$ cat config.mk
export PLATFORM = sky130hd
export DESIGN_NAME = id_ex_hazard_reg_flat
export DESIGN_NICKNAME = d
export VERILOG_FILES = /design/src/rtl/mips_pkg.sv /design/src/rtl/id_ex_hazard_reg_if.sv /design/src/rtl/id_ex_hazard_reg_load_use_detect.sv /design/src/rtl/id_ex_hazard_reg.sv /design/src/flat_wrapper.sv
export SDC_FILE = /design/constraint.sdc
export NUM_CORES = 1
export LEC_CHECK = 0
export BUFFER_PORTS_ARGS = -buffer_cell sky130_fd_sc_hd__buf_2
export CORE_ASPECT_RATIO = 0.5
export CORE_UTILIZATION = 49
export DETAILED_ROUTE_END_ITERATION = 6
export PLACE_DENSITY = 0.85
export SYNTH_ARGS = -nofsm -noshare
export SYNTH_HDL_FRONTEND = slang
export SYNTH_SLANG_ARGS = --single-unit
$ cat constraint.sdc
create_clock -name clk -period 7.2 [get_ports clk]
set_input_delay 0.36 -clock clk [delete_from_list [all_inputs] [get_ports clk]]
set_output_delay 0.36 -clock clk [all_outputs]
set_load 0.02 [all_outputs]
$ cat src/rtl/mips_pkg.sv
// Shared MIPS core definitions: register-number width, ALU operation codes and
// the bundle of EX-stage control bits used by pipeline registers.
package mips_pkg;

  localparam int REG_W = 5;

  localparam logic [3:0] ALU_AND = 4'h0;
  localparam logic [3:0] ALU_OR  = 4'h1;
  localparam logic [3:0] ALU_ADD = 4'h2;
  localparam logic [3:0] ALU_SUB = 4'h6;
  localparam logic [3:0] ALU_SLT = 4'h7;
  localparam logic [3:0] ALU_NOR = 4'hC;

  typedef struct packed {
    logic       regwrite;
    logic       memread;
    logic       memwrite;
    logic       memtoreg;
    logic       alusrc;
    logic [3:0] aluop;
  } ctrl_t;

  // A bubble carries no side effects: nothing written, nothing loaded or stored.
  localparam ctrl_t CTRL_NOP = '0;

  function automatic ctrl_t gate_ctrl(input ctrl_t c, input logic valid);
    return valid ? c : CTRL_NOP;
  endfunction

endpackage

$ cat src/rtl/id_ex_hazard_reg_if.sv
// ID-to-EX bundle: decoded ID-stage fields in, registered EX-stage copies,
// stall and event counters out. Valid/ready: stall=1 means ID must re-present the same instruction next cycle.
interface id_ex_hazard_reg_if
  import mips_pkg::*;
#(
  parameter int DW = 32,
  parameter int CW = 16
) ();

  logic             id_valid;
  logic [REG_W-1:0] id_rs;
  logic [REG_W-1:0] id_rt;
  logic [REG_W-1:0] id_rw;
  logic             id_uses_rs;
  logic             id_uses_rt;
  logic             id_regwrite;
  logic             id_memread;
  logic             id_memwrite;
  logic             id_memtoreg;
  logic             id_alusrc;
  logic [3:0]       id_aluop;
  logic [DW-1:0]    id_busa;
  logic [DW-1:0]    id_busb;
  logic [DW-1:0]    id_imm;
  logic             flush;

  logic             stall;
  logic             ex_valid;
  logic [REG_W-1:0] ex_rs;
  logic [REG_W-1:0] ex_rt;
  logic [REG_W-1:0] ex_rw;
  logic             ex_regwrite;
  logic             ex_memread;
  logic             ex_memwrite;
  logic             ex_memtoreg;
  logic             ex_alusrc;
  logic [3:0]       ex_aluop;
  logic [DW-1:0]    ex_busa;
  logic [DW-1:0]    ex_busb;
  logic [DW-1:0]    ex_imm;
  logic [CW-1:0]    stall_cnt;
  logic [CW-1:0]    flush_cnt;

  modport master (
    output id_valid, id_rs, id_rt, id_rw, id_uses_rs, id_uses_rt,
           id_regwrite, id_memread, id_memwrite, id_memtoreg, id_alusrc,
           id_aluop, id_busa, id_busb, id_imm, flush,
    input  stall, ex_valid, ex_rs, ex_rt, ex_rw, ex_regwrite, ex_memread,
           ex_memwrite, ex_memtoreg, ex_alusrc, ex_aluop, ex_busa, ex_busb,
           ex_imm, stall_cnt, flush_cnt
  );

  modport slave (
    input  id_valid, id_rs, id_rt, id_rw, id_uses_rs, id_uses_rt,
           id_regwrite, id_memread, id_memwrite, id_memtoreg, id_alusrc,
           id_aluop, id_busa, id_busb, id_imm, flush,
    output stall, ex_valid, ex_rs, ex_rt, ex_rw, ex_regwrite, ex_memread,
           ex_memwrite, ex_memtoreg, ex_alusrc, ex_aluop, ex_busa, ex_busb,
           ex_imm, stall_cnt, flush_cnt
  );

endinterface

$ cat src/rtl/id_ex_hazard_reg_load_use_detect.sv
// Combinational load-use detector: a load in EX whose nonzero destination is
// read by the valid instruction in ID. A taken flush suppresses the stall.
module load_use_detect
  import mips_pkg::*;
(
  input  logic             i_ex_valid,
  input  logic             i_ex_memread,
  input  logic [REG_W-1:0] i_ex_rw,
  input  logic             i_id_valid,
  input  logic [REG_W-1:0] i_id_rs,
  input  logic [REG_W-1:0] i_id_rt,
  input  logic             i_id_uses_rs,
  input  logic             i_id_uses_rt,
  input  logic             i_flush,
  output logic             o_lu,
  output logic             o_stall
);

  logic w_rs_hit;
  logic w_rt_hit;

  assign w_rs_hit = i_id_uses_rs && (i_ex_rw == i_id_rs);
  assign w_rt_hit = i_id_uses_rt && (i_ex_rw == i_id_rt);

  assign o_lu    = i_ex_valid && i_ex_memread && (i_ex_rw != '0) && i_id_valid
                   && (w_rs_hit || w_rt_hit);
  assign o_stall = o_lu && !i_flush;

endmodule

$ cat src/rtl/id_ex_hazard_reg.sv
// ID/EX pipeline register with load-use bubble insertion and saturating
// stall/flush event counters.
module id_ex_hazard_reg
  import mips_pkg::*;
#(
  parameter int DW = 32,
  parameter int CW = 16
) (
  input logic               clk,
  input logic               rst,
  id_ex_hazard_reg_if.slave bus
);

  localparam logic [CW-1:0] CNT_MAX = {CW{1'b1}};

  logic             w_lu;
  logic             w_stall;
  ctrl_t            w_id_ctrl;

  logic             r_valid;
  logic [REG_W-1:0] r_rs;
  logic [REG_W-1:0] r_rt;
  logic [REG_W-1:0] r_rw;
  ctrl_t            r_ctrl;
  logic [DW-1:0]    r_busa;
  logic [DW-1:0]    r_busb;
  logic [DW-1:0]    r_imm;
  logic [CW-1:0]    r_stall_cnt;
  logic [CW-1:0]    r_flush_cnt;

  load_use_detect u_lud (
    .i_ex_valid   (r_valid),
    .i_ex_memread (r_ctrl.memread),
    .i_ex_rw      (r_rw),
    .i_id_valid   (bus.id_valid),
    .i_id_rs      (bus.id_rs),
    .i_id_rt      (bus.id_rt),
    .i_id_uses_rs (bus.id_uses_rs),
    .i_id_uses_rt (bus.id_uses_rt),
    .i_flush      (bus.flush),
    .o_lu         (w_lu),
    .o_stall      (w_stall)
  );

  assign w_id_ctrl = '{regwrite: bus.id_regwrite, memread: bus.id_memread,
                       memwrite: bus.id_memwrite, memtoreg: bus.id_memtoreg,
                       alusrc: bus.id_alusrc, aluop: bus.id_aluop};

  // Bubbles also zero the register numbers so the forwarding unit never matches.
  always_ff @(posedge clk or posedge rst) begin
    if (rst) begin
      r_valid <= 1'b0;
      r_rs    <= '0;
      r_rt    <= '0;
      r_rw    <= '0;
      r_ctrl  <= CTRL_NOP;
      r_busa  <= '0;
      r_busb  <= '0;
      r_imm   <= '0;
    end else if (bus.flush || w_lu) begin
      r_valid <= 1'b0;
      r_rs    <= '0;
      r_rt    <= '0;
      r_rw    <= '0;
      r_ctrl  <= CTRL_NOP;
      r_busa  <= '0;
      r_busb  <= '0;
      r_imm   <= '0;
    end else begin
      r_valid <= bus.id_valid;
      r_rs    <= bus.id_rs;
      r_rt    <= bus.id_rt;
      r_rw    <= bus.id_rw;
      r_ctrl  <= gate_ctrl(w_id_ctrl, bus.id_valid);
      r_busa  <= bus.id_busa;
      r_busb  <= bus.id_busb;
      r_imm   <= bus.id_imm;
    end
  end

  always_ff @(posedge clk or posedge rst) begin
    if (rst) begin
      r_stall_cnt <= '0;
      r_flush_cnt <= '0;
    end else begin
      if (w_stall && (r_stall_cnt != CNT_MAX)) r_stall_cnt <= r_stall_cnt + 1'b1;
      if (bus.flush && (r_flush_cnt != CNT_MAX)) r_flush_cnt <= r_flush_cnt + 1'b1;
    end
  end

  assign bus.stall       = w_stall;
  assign bus.ex_valid    = r_valid;
  assign bus.ex_rs       = r_rs;
  assign bus.ex_rt       = r_rt;
  assign bus.ex_rw       = r_rw;
  assign bus.ex_regwrite = r_ctrl.regwrite;
  assign bus.ex_memread  = r_ctrl.memread;
  assign bus.ex_memwrite = r_ctrl.memwrite;
  assign bus.ex_memtoreg = r_ctrl.memtoreg;
  assign bus.ex_alusrc   = r_ctrl.alusrc;
  assign bus.ex_aluop    = r_ctrl.aluop;
  assign bus.ex_busa     = r_busa;
  assign bus.ex_busb     = r_busb;
  assign bus.ex_imm      = r_imm;
  assign bus.stall_cnt   = r_stall_cnt;
  assign bus.flush_cnt   = r_flush_cnt;

endmodule

$ cat src/flat_wrapper.sv
// flat-port wrapper written by rule: the top's interface ports become plain ports
module id_ex_hazard_reg_flat import mips_pkg::*;
#(
  parameter int DW = 32,
  parameter int CW = 16
)
  (clk, rst, bus_id_valid, bus_id_rs, bus_id_rt, bus_id_rw, bus_id_uses_rs, bus_id_uses_rt, bus_id_regwrite, bus_id_memread, bus_id_memwrite, bus_id_memtoreg, bus_id_alusrc, bus_id_aluop, bus_id_busa, bus_id_busb, bus_id_imm, bus_flush, bus_stall, bus_ex_valid, bus_ex_rs, bus_ex_rt, bus_ex_rw, bus_ex_regwrite, bus_ex_memread, bus_ex_memwrite, bus_ex_memtoreg, bus_ex_alusrc, bus_ex_aluop, bus_ex_busa, bus_ex_busb, bus_ex_imm, bus_stall_cnt, bus_flush_cnt);
  id_ex_hazard_reg_if #(.DW(DW), .CW(CW)) bus_i ();
  input logic clk;
  input logic rst;
  input wire logic [$bits(bus_i.id_valid)-1:0] bus_id_valid;
  input wire logic [$bits(bus_i.id_rs)-1:0] bus_id_rs;
  input wire logic [$bits(bus_i.id_rt)-1:0] bus_id_rt;
  input wire logic [$bits(bus_i.id_rw)-1:0] bus_id_rw;
  input wire logic [$bits(bus_i.id_uses_rs)-1:0] bus_id_uses_rs;
  input wire logic [$bits(bus_i.id_uses_rt)-1:0] bus_id_uses_rt;
  input wire logic [$bits(bus_i.id_regwrite)-1:0] bus_id_regwrite;
  input wire logic [$bits(bus_i.id_memread)-1:0] bus_id_memread;
  input wire logic [$bits(bus_i.id_memwrite)-1:0] bus_id_memwrite;
  input wire logic [$bits(bus_i.id_memtoreg)-1:0] bus_id_memtoreg;
  input wire logic [$bits(bus_i.id_alusrc)-1:0] bus_id_alusrc;
  input wire logic [$bits(bus_i.id_aluop)-1:0] bus_id_aluop;
  input wire logic [$bits(bus_i.id_busa)-1:0] bus_id_busa;
  input wire logic [$bits(bus_i.id_busb)-1:0] bus_id_busb;
  input wire logic [$bits(bus_i.id_imm)-1:0] bus_id_imm;
  input wire logic [$bits(bus_i.flush)-1:0] bus_flush;
  output wire logic [$bits(bus_i.stall)-1:0] bus_stall;
  output wire logic [$bits(bus_i.ex_valid)-1:0] bus_ex_valid;
  output wire logic [$bits(bus_i.ex_rs)-1:0] bus_ex_rs;
  output wire logic [$bits(bus_i.ex_rt)-1:0] bus_ex_rt;
  output wire logic [$bits(bus_i.ex_rw)-1:0] bus_ex_rw;
  output wire logic [$bits(bus_i.ex_regwrite)-1:0] bus_ex_regwrite;
  output wire logic [$bits(bus_i.ex_memread)-1:0] bus_ex_memread;
  output wire logic [$bits(bus_i.ex_memwrite)-1:0] bus_ex_memwrite;
  output wire logic [$bits(bus_i.ex_memtoreg)-1:0] bus_ex_memtoreg;
  output wire logic [$bits(bus_i.ex_alusrc)-1:0] bus_ex_alusrc;
  output wire logic [$bits(bus_i.ex_aluop)-1:0] bus_ex_aluop;
  output wire logic [$bits(bus_i.ex_busa)-1:0] bus_ex_busa;
  output wire logic [$bits(bus_i.ex_busb)-1:0] bus_ex_busb;
  output wire logic [$bits(bus_i.ex_imm)-1:0] bus_ex_imm;
  output wire logic [$bits(bus_i.stall_cnt)-1:0] bus_stall_cnt;
  output wire logic [$bits(bus_i.flush_cnt)-1:0] bus_flush_cnt;
  assign bus_i.id_valid = bus_id_valid;
  assign bus_i.id_rs = bus_id_rs;
  assign bus_i.id_rt = bus_id_rt;
  assign bus_i.id_rw = bus_id_rw;
  assign bus_i.id_uses_rs = bus_id_uses_rs;
  assign bus_i.id_uses_rt = bus_id_uses_rt;
  assign bus_i.id_regwrite = bus_id_regwrite;
  assign bus_i.id_memread = bus_id_memread;
  assign bus_i.id_memwrite = bus_id_memwrite;
  assign bus_i.id_memtoreg = bus_id_memtoreg;
  assign bus_i.id_alusrc = bus_id_alusrc;
  assign bus_i.id_aluop = bus_id_aluop;
  assign bus_i.id_busa = bus_id_busa;
  assign bus_i.id_busb = bus_id_busb;
  assign bus_i.id_imm = bus_id_imm;
  assign bus_i.flush = bus_flush;
  assign bus_stall = bus_i.stall;
  assign bus_ex_valid = bus_i.ex_valid;
  assign bus_ex_rs = bus_i.ex_rs;
  assign bus_ex_rt = bus_i.ex_rt;
  assign bus_ex_rw = bus_i.ex_rw;
  assign bus_ex_regwrite = bus_i.ex_regwrite;
  assign bus_ex_memread = bus_i.ex_memread;
  assign bus_ex_memwrite = bus_i.ex_memwrite;
  assign bus_ex_memtoreg = bus_i.ex_memtoreg;
  assign bus_ex_alusrc = bus_i.ex_alusrc;
  assign bus_ex_aluop = bus_i.ex_aluop;
  assign bus_ex_busa = bus_i.ex_busa;
  assign bus_ex_busb = bus_i.ex_busb;
  assign bus_ex_imm = bus_i.ex_imm;
  assign bus_stall_cnt = bus_i.stall_cnt;
  assign bus_flush_cnt = bus_i.flush_cnt;
  id_ex_hazard_reg #(.DW(DW), .CW(CW)) u_core (.clk(clk), .rst(rst), .bus(bus_i));
endmodule
==> results.json <==
{
  "synthFlopType": "dfrtp_1",
  "total_leakage_power_nw": 4.16,
  "tritoncts": "yes",
  "row_count": 27,
  "synth.top_cell.area_share_pct": 68.3,
  "startpoint": "u_core.bus.ex_rw[1]$_DFF_PP0_",
  "status": "complete, but fails checks",
  "ys_async_sr_fraction_pct": 100,
  "clk_pin_slew_ns": 0.07,
  "r2r_slack_ns": 4.32,
  "yosys.area_share.simple_pct": 21.4,
  "violations": "design-rule violations",
  "crit_fanout": 68,
  "yosys-top-cells-count": "dfrtp_1, and2_1, xnor2_1, nand3_1, nand4_1",
  "first_iter_violations": 239,
  "synth_most_common_cell": "dfrtp_1",
  "setup_tns_ns": 0,
  "ir_drop_v": 0.000156,
  "cp-end-kind": "flop",
  "power_density_nw_per_um2": 271,
  "ant_nets": 0,
  "htreeDepth": 4,
  "n_antenna_cell": 0,
  "cts_resized": 0,
  "clock-sinks": 153,
  "fillers": 797,
  "synthXorXnorAreaFrac_pct": 5.63,
  "clockRootBuffer": "clkbuf_16",
  "antenna_found_initial": 0,
  "total_power_mw": 2.09,
  "pin_count": 280,
  "path_class": "reg -> reg",
  "dp_hpwl_mm": 10.3,
  "synth_enable_flop_cells": 0,
  "grt_pass1_wl_mm": 22.0,
  "start_kind": "flop",
  "cts_buffers": 17,
  "max_freq_mhz": 347,
  "finalCritPeriodShare_pct": 40.1,
  "timing.rr.start": "u_core.bus.ex_rw[1]$_DFF_PP0_",
  "netlist_area_um2": 5600,
  "clock_skew_ns": 0.0108,
  "holdBufCountCts": 0,
  "synth.area.top_cells": "dfrtp_1, and2_1, xnor2_1, nand4_1, nand3_1",
  "globalplace.congestion": 0.818,
  "vias": 4111,
  "grt_usage_pct": 24.3,
  "synth_top_family_by_area": "simple AND/OR/NAND/NOR gates",
  "first_pass_iters": 6,
  "final-max-slew-violation-count": 0,
  "maxCapViolCount": 0,
  "yosysTopAreaCell": "dfrtp_1",
  "grt_max_degree": 80,
  "die_h_um": 77.6,
  "core_um2": 11000,
  "cts_max_path_buffers": 2,
  "vias_per_cell": 4.74,
  "grt_pass1_vias": 4240,
  "routed_wl_mm": 13.9,
  "holdCritPathClass": "in -> async",
  "start_util_pct": 50.7,
  "synth_mux_area_share_pct": 1.00,
  "synth-seq-cells": 153,
  "drc": 3,
  "seq_area_um2": 3830,
  "wl_per_cell_um": 16.1,
  "postSynthCellCount": 424,
  "seq_area_frac_synth_pct": 68.3,
  "yosysUniqueCellTypes": 29,
  "finish.net_count": 837,
  "syn_nets": 552,
  "syn-mean-instance-area_um2": 13.2,
  "fp.dieArea_um2": 11900,
  "finalSetupViolations": 0,
  "slew_headroom_pct": 35.8,
  "multiInputGateArea_um2": 1690,
  "final_area_um2": 7720,
  "insertion_delay_ns": 0.41,
  "finalCriticalPeriod_ns": 2.88,
  "io_buffers": 279,
  "rsz0062_at_grt": "no",
  "crit_required_ns": 7.53,
  "synthAdderAreaFrac_pct": 0.447,
  "drive_above_1_share_pct": 44.7,
  "cp_data_arrival_time_ns": 3.22,
  "post-cts-setup-buffers": 0,
  "overflow": 0,
  "synth_compound_area_share_pct": 1.67,
  "hold_viol_final": 0,
  "tightest_slew_ns": 0.963,
  "die_w_um": 153,
  "yosys_warnings": 0,
  "placed_area_um2": 7130,
  "area_growth_pct": 37.7
}
==> through the flow <==
stage / setup slack [ns] / hold slack, ns / std cells / util, %
3_3_place_gp: 4.41 / 0.471 / 835 / 64.5
2_1_floorplan: 2.72 / 0.489 / 424 / -
3_5_place_dp: 4.32 / 0.491 / 835 / 64.5
6_report: 4.32 / 0.0641 / 867 / 69.9
4_1_cts: 4.31 / 0.0724 / 867 / 69.9
5_1_grt: 4.08 / 0.107 / 867 / 69.9
==> final cells by class <==
type                            count  share of cell area, %
Multi-Input combinational cell    254                   21.9
Timing Repair Buffer              281                   18.3
Tap cell                          145                   2.35
Clock inverter                     15                   2.16
Sequential cell                   153                   49.6
Inverter                            2                  0.162
Clock buffer                       17                   5.51
==> worst paths after layout <==
path	to	cells after the start
min	u_core.bus.ex_imm[26]$_DFF_PP0_	2
max in group asynchronous	u_core.bus.ex_busb[25]$_DFF_PP0_	3
min in group clk	u_core.bus.ex_busb[10]$_DFF_PP0_	2
max reg2reg	u_core.bus.ex_busb[15]$_DFF_PP0_	5
max	u_core.bus.ex_busb[15]$_DFF_PP0_	5
min reg2reg	u_core.bus.stall_cnt[2]$_DFFE_PP0P_	1
==> metal layers <==
layer	track usage (%)	vias up	share of wire (%)
met2	42.1	107	54
met1	30.6	2038	42
li1	-	1951	-
met4	8.18	0	1.0
met5	0	-	0
met3	5.31	15	3.4
==> layout by cell type, fill, tap and decap left out, types with 4 or more instances in the layout <==
| cell | n |
|---|---|
| dfrtp_1 | 153 |
| nand4_1 | 16 |
| clkbuf_16 | 17 |
| a21oi_1 | 4 |
| nor2_1 | 8 |
| nand2_1 | 13 |
| and4_1 | 4 |
| inv_6 | 4 |
| xnor2_1 | 32 |
| mux2_2 | 5 |
| nand3_1 | 17 |
| and3_1 | 12 |
| buf_2 | 279 |
| xor2_1 | 4 |
| and2_1 | 122 |
| clkinvlp_4 | 5 |
==> sequential cells by signal (all words and copies together), names as in the netlist <==
signal,count
u_core.bus.ex_regwrite,1
u_core.bus.flush_cnt,16
u_core.bus.ex_memwrite,1
u_core.bus.ex_memread,1
u_core.bus.ex_valid,1
u_core.bus.ex_busb,32
u_core.bus.ex_rs,5
u_core.bus.ex_rw,5
u_core.bus.ex_memtoreg,1
u_core.bus.ex_imm,32
u_core.bus.ex_alusrc,1
u_core.bus.ex_rt,5
u_core.bus.stall_cnt,16
u_core.bus.ex_aluop,4
u_core.bus.ex_busa,32
==> power breakdown <==
group          switching, mW  total [mW]  internal (mW)
combinational          0.159       0.263          0.104
clock                  0.363       0.879          0.517
sequential            0.0343       0.947          0.912
total                  0.556        2.09           1.53
==> kinds of logic (layout without fill, tap and decap cells) <==
group | after synthesis | count (layout)
adder cells (fa/ha/maj) | 2 | 2
AO/OA/AOI/OAI | 10 | 10
AND/OR/NAND/NOR | 201 | 201
XOR/XNOR | 36 | 36
buffers and inverters | 17 | 315
flip-flops | 153 | 153
multiplexers | 5 | 5
==> worst max-delay path: stages, from the launching register on <==
cell     delay, ns
dfrtp_1       0.42
or4_4         0.56
o211a_4       0.31
a31oi_4       0.71
buf_4         0.57
and2_1        0.22
Power figures use the tool's default switching activity.
